### src/rtl/spifi_mem_arb.sv
// spifi_mem_arb
// Two-master AHB-Lite arbiter in front of the SPIFI memory port.
// Master 0 is the cache line fill path and master 1 is the prefetch path.
//
// Ports
//   i_hclk, i_hnreset               clock and synchronous active-low reset
//   i_mN_req / o_mN_gnt             bus request / grant, N = 0,1
//   i_mN_h*                         master N address-phase and write-data signals
//   o_mN_hresp                      response, steered to the master owning the data phase
//   o_m_hready, o_m_hrdata          shared ready / read data back to both masters
//   o_s_h*                          slave-side address phase, hwdata and hready_i
//   i_s_hrdata, i_s_hready_o,
//   i_s_hresp                       slave responses
module spifi_mem_arb #(
  parameter int unsigned HOLD_MAX = 16
) (
  input  logic        i_hclk,
  input  logic        i_hnreset,

  input  logic        i_m0_req,
  output logic        o_m0_gnt,
  input  logic [31:0] i_m0_haddr,
  input  logic        i_m0_hwrite,
  input  logic [2:0]  i_m0_hsize,
  input  logic [2:0]  i_m0_hburst,
  input  logic [3:0]  i_m0_hprot,
  input  logic [1:0]  i_m0_htrans,
  input  logic        i_m0_hmastlock,
  input  logic [31:0] i_m0_hwdata,
  output logic        o_m0_hresp,

  input  logic        i_m1_req,
  output logic        o_m1_gnt,
  input  logic [31:0] i_m1_haddr,
  input  logic        i_m1_hwrite,
  input  logic [2:0]  i_m1_hsize,
  input  logic [2:0]  i_m1_hburst,
  input  logic [3:0]  i_m1_hprot,
  input  logic [1:0]  i_m1_htrans,
  input  logic        i_m1_hmastlock,
  input  logic [31:0] i_m1_hwdata,
  output logic        o_m1_hresp,

  output logic        o_m_hready,
  output logic [31:0] o_m_hrdata,

  output logic        o_s_hsel,
  output logic [31:0] o_s_haddr,
  output logic        o_s_hwrite,
  output logic [2:0]  o_s_hsize,
  output logic [2:0]  o_s_hburst,
  output logic [3:0]  o_s_hprot,
  output logic [1:0]  o_s_htrans,
  output logic        o_s_hmastlock,
  output logic [31:0] o_s_hwdata,
  output logic        o_s_hready_i,

  input  logic [31:0] i_s_hrdata,
  input  logic        i_s_hready_o,
  input  logic        i_s_hresp
);

  // Owner encoding, shared by the address owner (AO) and data owner (DO).
  localparam logic [1:0] IDLE = 2'd0;
  localparam logic [1:0] OWN0 = 2'd1;
  localparam logic [1:0] OWN1 = 2'd2;

  localparam logic [1:0] HTRANS_IDLE   = 2'b00;
  localparam logic [1:0] HTRANS_NONSEQ = 2'b10;
  localparam logic [2:0] HBURST_SINGLE = 3'b000;

  localparam int unsigned CW = $clog2(HOLD_MAX) + 1;
  localparam logic [CW:0] HOLD_LIM = (CW+1)'(HOLD_MAX);

  logic [1:0]    ao_q, ao_d;
  logic [1:0]    do_q, do_d;
  logic          last_q, last_d;   // 1: master 1 was granted last
  logic [CW-1:0] cnt_q, cnt_d;
  logic          dph_q, dph_d;     // data phase in flight is a real transfer

  logic [1:0]    own_trans;
  logic [2:0]    own_burst;
  logic          own_lock;
  logic          can_release;
  logic          beat_now;
  logic [CW:0]   beats_incl;
  logic          hold_done;

  // Address-phase mux from the current address owner.
  always_comb begin
    o_s_haddr     = '0;
    o_s_hwrite    = 1'b0;
    o_s_hsize     = '0;
    o_s_hburst    = '0;
    o_s_hprot     = '0;
    o_s_htrans    = HTRANS_IDLE;
    o_s_hmastlock = 1'b0;
    case (ao_q)
      OWN0: begin
        o_s_haddr     = i_m0_haddr;
        o_s_hwrite    = i_m0_hwrite;
        o_s_hsize     = i_m0_hsize;
        o_s_hburst    = i_m0_hburst;
        o_s_hprot     = i_m0_hprot;
        o_s_htrans    = i_m0_htrans;
        o_s_hmastlock = i_m0_hmastlock;
      end
      OWN1: begin
        o_s_haddr     = i_m1_haddr;
        o_s_hwrite    = i_m1_hwrite;
        o_s_hsize     = i_m1_hsize;
        o_s_hburst    = i_m1_hburst;
        o_s_hprot     = i_m1_hprot;
        o_s_htrans    = i_m1_htrans;
        o_s_hmastlock = i_m1_hmastlock;
      end
      default: ;
    endcase
  end

  assign own_trans = o_s_htrans;
  assign own_burst = o_s_hburst;
  assign own_lock  = o_s_hmastlock;
  assign o_s_hsel  = (ao_q != IDLE);

  // Handover is only safe on a burst boundary of an unlocked owner.
  assign can_release = (ao_q == IDLE) ||
                       (!own_lock &&
                        ((own_trans == HTRANS_IDLE) ||
                         ((own_trans == HTRANS_NONSEQ) && (own_burst == HBURST_SINGLE))));

  // The beat completing this cycle counts toward the hold limit so the
  // grant moves right after the HOLD_MAX-th beat rather than one later.
  assign beat_now   = i_s_hready_o && dph_q && (do_q == ao_q) && (ao_q != IDLE);
  assign beats_incl = {1'b0, cnt_q} + (CW+1)'(beat_now);
  assign hold_done  = (beats_incl >= HOLD_LIM);

  always_comb begin
    ao_d   = ao_q;
    last_d = last_q;
    // i_s_hresp blocks the second (ready) cycle of an ERROR response.
    if (i_s_hready_o && !i_s_hresp && can_release) begin
      case (ao_q)
        OWN0: begin
          if (!i_m0_req)                   ao_d = i_m1_req ? OWN1 : IDLE;
          else if (i_m1_req && hold_done)  ao_d = OWN1;
        end
        OWN1: begin
          if (!i_m1_req)                   ao_d = i_m0_req ? OWN0 : IDLE;
          else if (i_m0_req && hold_done)  ao_d = OWN0;
        end
        default: begin
          if (i_m0_req && i_m1_req)        ao_d = last_q ? OWN0 : OWN1;
          else if (i_m0_req)               ao_d = OWN0;
          else if (i_m1_req)               ao_d = OWN1;
        end
      endcase
    end
    if ((ao_d != ao_q) && (ao_d != IDLE)) last_d = (ao_d == OWN1);
  end

  always_comb begin
    do_d  = do_q;
    dph_d = dph_q;
    if (i_s_hready_o) begin
      do_d  = ao_q;
      dph_d = own_trans[1];
    end
    cnt_d = cnt_q;
    if (ao_d != ao_q)              cnt_d = '0;
    else if (beat_now && (cnt_q != '1)) cnt_d = cnt_q + 1'b1;
  end

  always_ff @(posedge i_hclk) begin
    if (!i_hnreset) begin
      ao_q   <= IDLE;
      do_q   <= IDLE;
      last_q <= 1'b1;
      cnt_q  <= '0;
      dph_q  <= 1'b0;
    end else begin
      ao_q   <= ao_d;
      do_q   <= do_d;
      last_q <= last_d;
      cnt_q  <= cnt_d;
      dph_q  <= dph_d;
    end
  end

  assign o_m0_gnt = (ao_q == OWN0);
  assign o_m1_gnt = (ao_q == OWN1);

  always_comb begin
    o_s_hwdata = '0;
    case (do_q)
      OWN0:    o_s_hwdata = i_m0_hwdata;
      OWN1:    o_s_hwdata = i_m1_hwdata;
      default: ;
    endcase
  end

  assign o_m0_hresp   = (do_q == OWN0) ? i_s_hresp : 1'b0;
  assign o_m1_hresp   = (do_q == OWN1) ? i_s_hresp : 1'b0;
  assign o_m_hready   = i_s_hready_o;
  assign o_m_hrdata   = i_s_hrdata;
  assign o_s_hready_i = i_s_hready_o;

endmodule

### config.mk
export PLATFORM = sky130hd
export DESIGN_NAME = spifi_mem_arb
export DESIGN_NICKNAME = d
export VERILOG_FILES = /design/src/rtl/spifi_mem_arb.sv
export SDC_FILE = /design/constraint.sdc
export NUM_CORES = 1
export LEC_CHECK = 0
export CAP_MARGIN = 20
export CORE_AREA = 2 2 119 121
export DETAILED_ROUTE_END_ITERATION = 12
export DIE_AREA = 0 0 121 123
export PLACE_DENSITY_LB_ADDON = 0.12
export SYNTH_ARGS = -nofsm -noshare
export SYNTH_HDL_FRONTEND = slang
export SYNTH_SLANG_ARGS = --single-unit
### constraint.sdc
create_clock -name i_hclk -period 2.85 [get_ports i_hclk]
set_input_delay 0.285 -clock i_hclk [delete_from_list [all_inputs] [get_ports i_hclk]]
set_output_delay 0.285 -clock i_hclk [all_outputs]
set_load 0.005 [all_outputs]
==> run summary, run 1 <==
Tightest Pin Transition - 1.03 ns
max-cap viol count - 0
Post-Syn Instances - 322
GRT overflow - 0
vias per cell - 4.51
hold_buf cts - 0
worst setup path class - flip-flop to output port
CP max FO - 35
Cell Area, Synth - 2120 um^2
Cell Rows - 43
Final Power - 828 uW
IO Port Bufs - 246
sw power - 216 uW
CORE AREA - 13600 um^2
Tcrit/Tclk final - 95.4%
ANT nets after route - 0
Final Core Density - 34.0%
RSZ-0062 raised after global routing - true
Detailed Route WL - 11.6 mm
CTS tree - done
clock root buffer - clkbuf_16
EDFF count, synth - 0
Hold Path Depth - 2
cts bufs inserted - 3
worst r2r dst - cnt_q[2]$_SDFFE_PP0P_
TritonCTS Sinks - 11
Power Density - 179 nW/um^2
Hold Path Class - flip-flop to flip-flop
# setup viols final - 0
Int Pwr - 612 uW
detailed router's first-iteration violation count - 167
Clock power frac - 30.7%
logic gate share of total power - 49.7%
I/O pin count - 311
Post-Syn Nets - 523
Req. time, crit path - 2.57 ns
Avg Inst Size Synth - 6.59 um^2
CTS max path bufs - 2
vias in the first global route - 2970
Die X - 121 um
post-route cell area - 4620 um^2
post-synthesis sequential area ratio - 10.4%
Placer Congestion - 0.830
HP Start - dph_q$_SDFFE_PN0P_
reg2reg start - ao_q[0]$_SDFF_PN0_
Worst Path Arrival - 2.44 ns
Top FF cell, synth - dfxtp_1
Yosys reg bits - 11
Pre-Repair DR Iteration Count - 4
switching fraction of total power - 26.1%
status - finished, final reports clean
Tot GR Track Use - 13.8%
fin. max-slew vios - 0
CP Capture Type - output port
layout cells sized above 1 - 4.06%
latest clock arrival within the worst-skew pair - 0.24 ns
# nets final - 719
minimum hold slack - 0.498 ns
Fin. Hold Viols - 0
worst reg-to-reg setup slack - 0.21 ns
fmax - 368 MHz
R2R depth - 8
Area Overhead vs Synth - 118%
Die ar. - 14900 um^2
Clock transition at path regs - 0.04 ns
first-pass GRT wire length - 16.5 mm
Synth async-reset ratio - 0%
post-placement cell area - 4520 um^2
antenna cells - 0
drt drc - 0
Die Ht - 123 um
VDD IR max - 0.309 mV
via count - 3140
Leak - 0.00144 uW
H-tree depth - 1
wire per inst - 16.6 um
dpl hpwl - 9.38 mm
WHS Endpoint - dph_q$_SDFFE_PN0P_
pin count of the biggest net entering global routing - 37
worst rel slew slack - 31.4%
minimum clock period - 2.72 ns
setup bufs post-CTS - 0
Setup crit start kind - flip-flop
Ys Warns - 0
Flop pwr share - 19.6%
initial antenna violation count - 0
post-synthesis cell type count - 45
Initial Utilization - 15.6%
Post-Route Skew - 0.00131 ns
[worst max-delay path by stage]
stage	start	endpoint	depth (start not counted)
2_1_floorplan	ao_q[0]$_SDFF_PN0_	last_q$_SDFFE_PN1P_	9
3_3_place_gp	ao_q[0]$_SDFF_PN0_	last_q$_SDFFE_PN1P_	8
3_5_place_dp	ao_q[0]$_SDFF_PN0_	cnt_q[3]$_SDFFE_PP0P_	8
4_1_cts	ao_q[0]$_SDFF_PN0_	o_s_hwrite	6
5_1_grt	ao_q[0]$_SDFF_PN0_	o_s_hwrite	6
6_report	ao_q[0]$_SDFF_PN0_	o_s_hwrite	6
[through the flow]
step	worst slack [ns]	std cells	setup TNS [ns]
floorplan	0.480	322	0
CTS	0.0443	697	0
detailed placement	0.229	693	0
global route	-0.0220	697	-0.0220
finish	0.130	697	0
global placement	0.289	693	0
[kinds of logic after synthesis]
kind of cell / count (synthesis) / synth area share [%]
buffers and inverters: 72 / 19.5
XOR/XNOR: 5 / 2.42
adder cells (fa/ha/maj): 7 / 4.12
multiplexers: 5 / 2.36
AND/OR/NAND/NOR: 117 / 24.2
AO/OA/AOI/OAI: 105 / 37.1
flip-flops: 11 / 10.4
[metal layers]
layer | wire [um] | vias to the layer above | track usage, %
met3 | 696 | 20 | 2.26
li1 | - | 1532 | -
met4 | 180 | 0 | 2.69
met5 | 0 | - | 0
met1 | 4570 | 1463 | 16.9
met2 | 6140 | 125 | 25.4
[power groups by stage]
stage / Combinational [uW] / Clock (uW) / Sequential, uW
6_report: 412 / 255 / 162
5_1_grt: 444 / 272 / 162
4_1_cts: 411 / 259 / 162
3_5_place_dp: 408 / 0 / 165
3_3_place_gp: 406 / 0 / 165
2_1_floorplan: 162 / 0 / 162
[flip-flops by register name, summed over array words and instances (netlist names)]
| register | cells |
|---|---|
| cnt_q | 5 |
| ao_q | 2 |
| do_q | 2 |
| dph_q | 1 |
| last_q | 1 |
[repair_timing]
| item | in CTS | in global routing |
|---|---|---|
| resized for setup | 0 | 3 |
| setup endpoints to repair | 0 | 43 |
| hold endpoints to repair | 0 | 0 |
[critical path: stages, from the launching register on]
cell	delay (ns)
dfxtp_1	0.37
inv_1	0.15
ha_2	0.46
buf_12	0.25
a22oi_1	0.18
nor2_1	0.22
clkdlybuf4s50_1	0.54
[final cells by class]
type | instances | area, um^2
multi-input cells | 239 | 1510
inverters | 8 | 30.0
repair buffers | 255 | 2560
fillers | 1452 | 8990
well taps | 180 | 225
clock buffers | 3 | 75.1
clock inverters | 1 | 5.00
flip-flops and latches | 11 | 220
[cells in the mapped netlist, drive strengths merged, types with 3 or more instances]
cell type  instances  area [um^2]
dfxtp             11          220
nand3              4         20.0
clkbuf            15         56.3
ha                 7         87.6
xnor2              3         33.8
nand2b             3         18.8
and2               3         18.8
inv                8         30.0
nor4               6         37.5
a21o               3         22.5
buf               49          328
mux2i              5         50.1
o21ai              3         15.0
a21oi              5         25.0
a22oi             78          586
nand4              3         18.8
nand2              5         18.8
nor2              84          315
[cells in the final DEF (no fill, tap or decap), drive strengths merged, types with 3 or more instances in the layout]
cell,synthesis,layout
mux2i,5,5
ha,7,7
a21o,3,3
clkbuf,15,3
nand2,5,5
nor2,84,84
a22oi,78,78
nor4,6,6
a21oi,5,5
inv,8,8
buf,49,9
and2,3,3
dfxtp,11,11
o21ai,3,3
nand2b,3,3
xnor2,3,3
nand3,4,4
clkdlybuf4s50,0,246
nand4,3,3
(Power assumes the default switching activity.)
==> run 2, diff against run 1 <==
==> constraint.sdc (replaced) <==
create_clock -name i_hclk -period 2.7 [get_ports i_hclk]
set_input_delay 0.27 -clock i_hclk [delete_from_list [all_inputs] [get_ports i_hclk]]
set_output_delay 0.27 -clock i_hclk [all_outputs]
set_load 0.005 [all_outputs]
==> run 2 against run 1 <==
Net effect:
- combinational power increased by 5.3%
- hold slack lost 0.0094 ns
- highest routed layer unchanged
- clock skew about the same
- cell count up 0.29%
==> run summary, run 2 (same netlist as run 1, synthesis figures left out) <==
status - finished, final reports clean
Fin. Hold Viols - 0
DR top layer - met4
ANT nets after route - 0
# nets final - 721
# setup viols final - 0
Hold Path Class - flip-flop to flip-flop
setup bufs post-CTS - 0
Filler cells - 1441
CP max FO - 36
total length of routed met2 wires - 6.18 mm
Reg with most FFs - cnt_q
sw power - 223 uW
pin count of the biggest net entering global routing - 39
via count - 3112
fin. max-slew vios - 0
Post-Route Skew - 0.00179 ns
Hold Path Depth - 2
dpl cells - 695
logic gate share of total power - 49.9%
switching fraction of total power - 25.7%
CORE AREA - 13600 um^2
CTS tree - done
IO Port Bufs - 246
GRT overflow - 0
Area Overhead vs Synth - 118%
Leak - 0.00145 uW
max-cap viol count - 0
Worst Path Arrival - 2.25 ns
worst rel slew slack - 70.6%
clock root buffer - clkbuf_16
Tcrit/Tclk final - 93.4%
setup TNS - 0 ns
CP Capture Type - output port
Layout Cells excl Fill - 699
leading cell type in the layout, fill and taps excluded - clkdlybuf4s50_1
met3 WL - 695 um
Pre-Repair DR Iteration Count - 4
cts bufs inserted - 3
worst reg-to-reg setup slack - 0.24 ns
Tightest Pin Transition - 0.438 ns
TritonCTS Sinks - 11
CTS max path bufs - 2
Detailed Route WL - 11.6 mm
R2R depth - 8
Setup crit start kind - flip-flop
Clock transition at path regs - 0.04 ns
layout cells sized above 1 - 4.05%
DRT met1 WL - 4.50 mm
I/O pin count - 311
WHS Endpoint - dph_q$_SDFFE_PN0P_
minimum clock period - 2.52 ns
vias in the first global route - 2937
Req. time, crit path - 2.43 ns
Die Ht - 123 um
Die X - 121 um
Cell Rows - 43
RSZ-0062 raised after global routing - false
first-pass GRT wire length - 16.3 mm
H-tree depth - 1
Tot GR Track Use - 13.7%
Placer Congestion - 0.804
detailed router's first-iteration violation count - 157
Clock power frac - 30.6%
VDD IR max - 0.285 mV
Initial Utilization - 15.6%
dpl hpwl - 9.30 mm
HP Start - dph_q$_SDFFE_PN0P_
Power Density - 188 nW/um^2
drt drc - 0
latest clock arrival within the worst-skew pair - 0.24 ns
Flop pwr share - 19.5%
Int Pwr - 647 uW
most frequent cells in the layout - clkdlybuf4s50_1, nor2_1, a22oi_1
worst setup path class - flip-flop to output port
fmax - 396 MHz
antenna cells - 0
wire per inst - 16.5 um
Die ar. - 14900 um^2
worst r2r dst - cnt_q[0]$_SDFFE_PP0P_
vias per cell - 4.45
max reg flops - 5
largest registers - cnt_q (5), ao_q (2), do_q (2)
reg2reg start - ao_q[0]$_SDFF_PN0_
initial antenna violation count - 0
-- run 2: cell types whose count changed in the layout (fill, tap and decap cells not counted) --
cell and change:
a211oi_1 +1, a211oi_2 -1, buf_4 +2, clkbuf_1 +1
clkinv_2 -1, ha_2 +1, ha_4 -1
-- run 2: how the worst max path moves through the flow --
stage	from	end
finish	ao_q[0]$_SDFF_PN0_	o_s_hwrite
global route	ao_q[0]$_SDFF_PN0_	o_s_hwrite
CTS	ao_q[0]$_SDFF_PN0_	o_s_hwrite
detailed placement	ao_q[0]$_SDFF_PN0_	cnt_q[4]$_SDFFE_PP0P_
global placement	i_m0_req	cnt_q[3]$_SDFFE_PP0P_
floorplan	ao_q[0]$_SDFF_PN0_	last_q$_SDFFE_PN1P_
-- run 2: critical path: stages, from the launching register on --
cell and delay, ns:
dfxtp_1 0.32, inv_1 0.12, ha_2 0.45, buf_12 0.25, a22oi_1 0.14, nor2_1 0.17, clkdlybuf4s50_1 0.53
-- run 2: stage by stage --
stage,power [uW],setup WS (ns),hold slack [ns],area [um^2],util (%)
3_3_place_gp,604,0.311,0.473,4540,33.3
5_1_grt,923,0.00621,0.511,4620,34.0
6_report,870,0.178,0.489,4620,34.0
3_5_place_dp,606,0.259,0.479,4540,33.3
4_1_cts,880,0.0734,0.490,4620,33.9
2_1_floorplan,343,0.330,0.421,2120,-
-- run 2: layout make-up --
cell class	count	area, um^2	share of cell area (%)
sequential	11	220	4.76
clock buffer	4	78.8	1.71
inverter	8	30.0	0.650
tap	180	225	4.87
timing repair buffer	257	2570	55.7
multi-input combinational	239	1490	32.3
-- run 2: layer usage --
metal,global-route usage (%),vias to the layer above
li1,-,1532
met1,16.0,1450
met2,25.7,111
met3,2.03,19
met4,3.85,0
met5,0,-
-- run 2: power by group through the flow --
| stage | clock [uW] | sequential [uW] | combinational (uW) |
|---|---|---|---|
| detailed placement | 0 | 173 | 434 |
| floorplan | 0 | 171 | 171 |
| finish | 266 | 170 | 434 |
| global route | 283 | 170 | 470 |
| CTS | 273 | 170 | 437 |
| global placement | 0 | 172 | 432 |
-- run 2: timing repair --
action,in CTS,in global routing
hold buffers,0,0
resized for setup,0,1
setup endpoints to repair,0,32
endpoints found under the hold margin,0,0
==> run 3, diff against run 2 <==
--- a/config.mk
+++ b/config.mk
@@ -7,9 +7,10 @@
 export LEC_CHECK = 0
 export CAP_MARGIN = 20
 export CORE_AREA = 2 2 119 121
+export CTS_CLUSTER_SIZE = 25
 export DETAILED_ROUTE_END_ITERATION = 12
 export DIE_AREA = 0 0 121 123
-export PLACE_DENSITY_LB_ADDON = 0.12
+export PLACE_DENSITY = 0.57
 export SYNTH_ARGS = -nofsm -noshare
 export SYNTH_HDL_FRONTEND = slang
 export SYNTH_SLANG_ARGS = --single-unit
==> run 3 against run 2 <==
Net effect:
- combinational power about the same
- largest cell class unchanged
- sequential power about the same
- sequential cell count unchanged
- register-to-register slack about the same
- clock power increased by 2%
- utilization decreased by 0.092 points
- critical endpoint is now o_s_haddr[4]
- critical path depth unchanged
- maximum frequency decreased by 1.9%
- cell count unchanged
==> run summary, run 3 (same netlist as run 1, synthesis figures left out) <==
status - finished, final reports clean
worst rel slew slack - 67.3%
antenna cells - 0
CORE AREA - 13600 um^2
R2R depth - 9
area occupied by multi-input gates - 1490 um^2
Filler cells - 1430
largest registers - cnt_q (5), ao_q (2), do_q (2)
CTS max path bufs - 2
Pre-Repair DR Iteration Count - 7
Clock transition at path regs - 0.04 ns
reg2reg start - ao_q[1]$_SDFF_PN0_
initial antenna violation count - 0
setup bufs post-CTS - 0
Final Power - 875 uW
worst r2r dst - last_q$_SDFFE_PN1P_
Fin. Hold Viols - 0
H-tree depth - 1
first-pass GRT wire length - 16.1 mm
HP Start - dph_q$_SDFFE_PN0P_
drt drc - 0
clock root buffer - clkbuf_16
latest clock arrival within the worst-skew pair - 0.24 ns
minimum clock period - 2.57 ns
Initial Utilization - 15.6%
Tcrit/Tclk final - 95.3%
setup TNS - 0 ns
layout cells sized above 1 - 4.05%
via count - 3153
cts bufs inserted - 3
VDD IR max - 0.266 mV
Leak - 0.00144 uW
ANT nets after route - 0
post-cts sizing count - 0
Post-Route Skew - 0.00529 ns
Hold Path Class - flip-flop to flip-flop
worst setup path class - flip-flop to output port
Setup crit start kind - flip-flop
Die Ht - 123 um
Die X - 121 um
Hold Path Depth - 2
Detailed Route WL - 11.2 mm
Req. time, crit path - 2.43 ns
most frequent cells in the layout - clkdlybuf4s50_1, nor2_1, a22oi_1
I/O pin count - 311
Tot GR Track Use - 13.4%
GRT overflow - 0
leading cell type in the layout, fill and taps excluded - clkdlybuf4s50_1
WHS Endpoint - dph_q$_SDFFE_PN0P_
detailed router's first-iteration violation count - 149
Worst Path Arrival - 2.30 ns
CP max FO - 41
IO Port Bufs - 246
Power Density - 190 nW/um^2
CP Capture Type - output port
Seq. cell area - 220 um^2
Reg with most FFs - cnt_q
Die ar. - 14900 um^2
TritonCTS Sinks - 11
max-cap viol count - 0
RSZ-0062 raised after global routing - false
vias in the first global route - 2998
Placer Congestion - 0.793
pin count of the biggest net entering global routing - 43
Cell Rows - 43
worst reg-to-reg setup slack - 0.25 ns
Tightest Pin Transition - 0.488 ns
vias per cell - 4.51
CTS tree - done
hold_buf cts - 0
fmax - 389 MHz
max reg flops - 5
fin. max-slew vios - 0
# setup viols final - 0
wire per inst - 16.0 um
dpl hpwl - 9.15 mm
Area Overhead vs Synth - 117%
# nets final - 721
## run 3: cell counts in the layout (fill, tap and decap cells not counted)
No cell type changed its count.
## run 3: per-layer routing
layer	global-route usage, %	vias to the layer above	wire, um
met5	0	-	0
met3	1.71	22	714
li1	-	1539	-
met4	3.71	0	239
met2	25.8	117	6030
met1	15.3	1475	4190
## run 3: layout make-up
cell class	instances	share of cell area, %
timing repair buffer	257	55.6
multi-input combinational	239	32.4
tap	180	4.89
sequential	11	4.78
clock buffer	4	1.71
inverter	8	0.651
## run 3: worst max path at each step
stage / from / end / slack [ns] / cells after the start
final: ao_q[1]$_SDFF_PN0_ / o_s_haddr[4] / 0.13 / 6
after global routing: ao_q[1]$_SDFF_PN0_ / o_s_hsize[2] / 0.01 / 6
after CTS: ao_q[0]$_SDFF_PN0_ / o_s_hwrite / 0.04 / 6
after detailed placement: ao_q[1]$_SDFF_PN0_ / last_q$_SDFFE_PN1P_ / 0.26 / 8
after global placement: ao_q[0]$_SDFF_PN0_ / o_s_hwrite / 0.26 / 6
after floorplan: ao_q[0]$_SDFF_PN0_ / last_q$_SDFFE_PN1P_ / 0.33 / 9
## run 3: stage by stage
stage	hold slack, ns	utilization, %	cell area [um^2]	instances	worst slack, ns
final	0.497	33.9	4610	699	0.128
after global routing	0.540	33.9	4610	699	0.0139
after CTS	0.504	33.8	4610	699	0.0381
after detailed placement	0.494	33.3	4530	695	0.259
after global placement	0.478	33.3	4530	695	0.260
after floorplan	0.421	-	2120	322	0.330
## run 3: worst max-delay path, cell delays in order, from the launching register on
cell	delay [ns]
dfxtp_1	0.38
inv_1	0.08
ha_1	0.40
inv_1	0.14
buf_4	0.29
nor2_1	0.23
clkdlybuf4s50_1	0.53
## run 3: power by group
| group | switching [uW] | total (uW) | internal (uW) |
|---|---|---|---|
| combinational | 154 | 434 | 281 |
| sequential | 3.22 | 170 | 166 |
| clock | 72.2 | 270 | 198 |
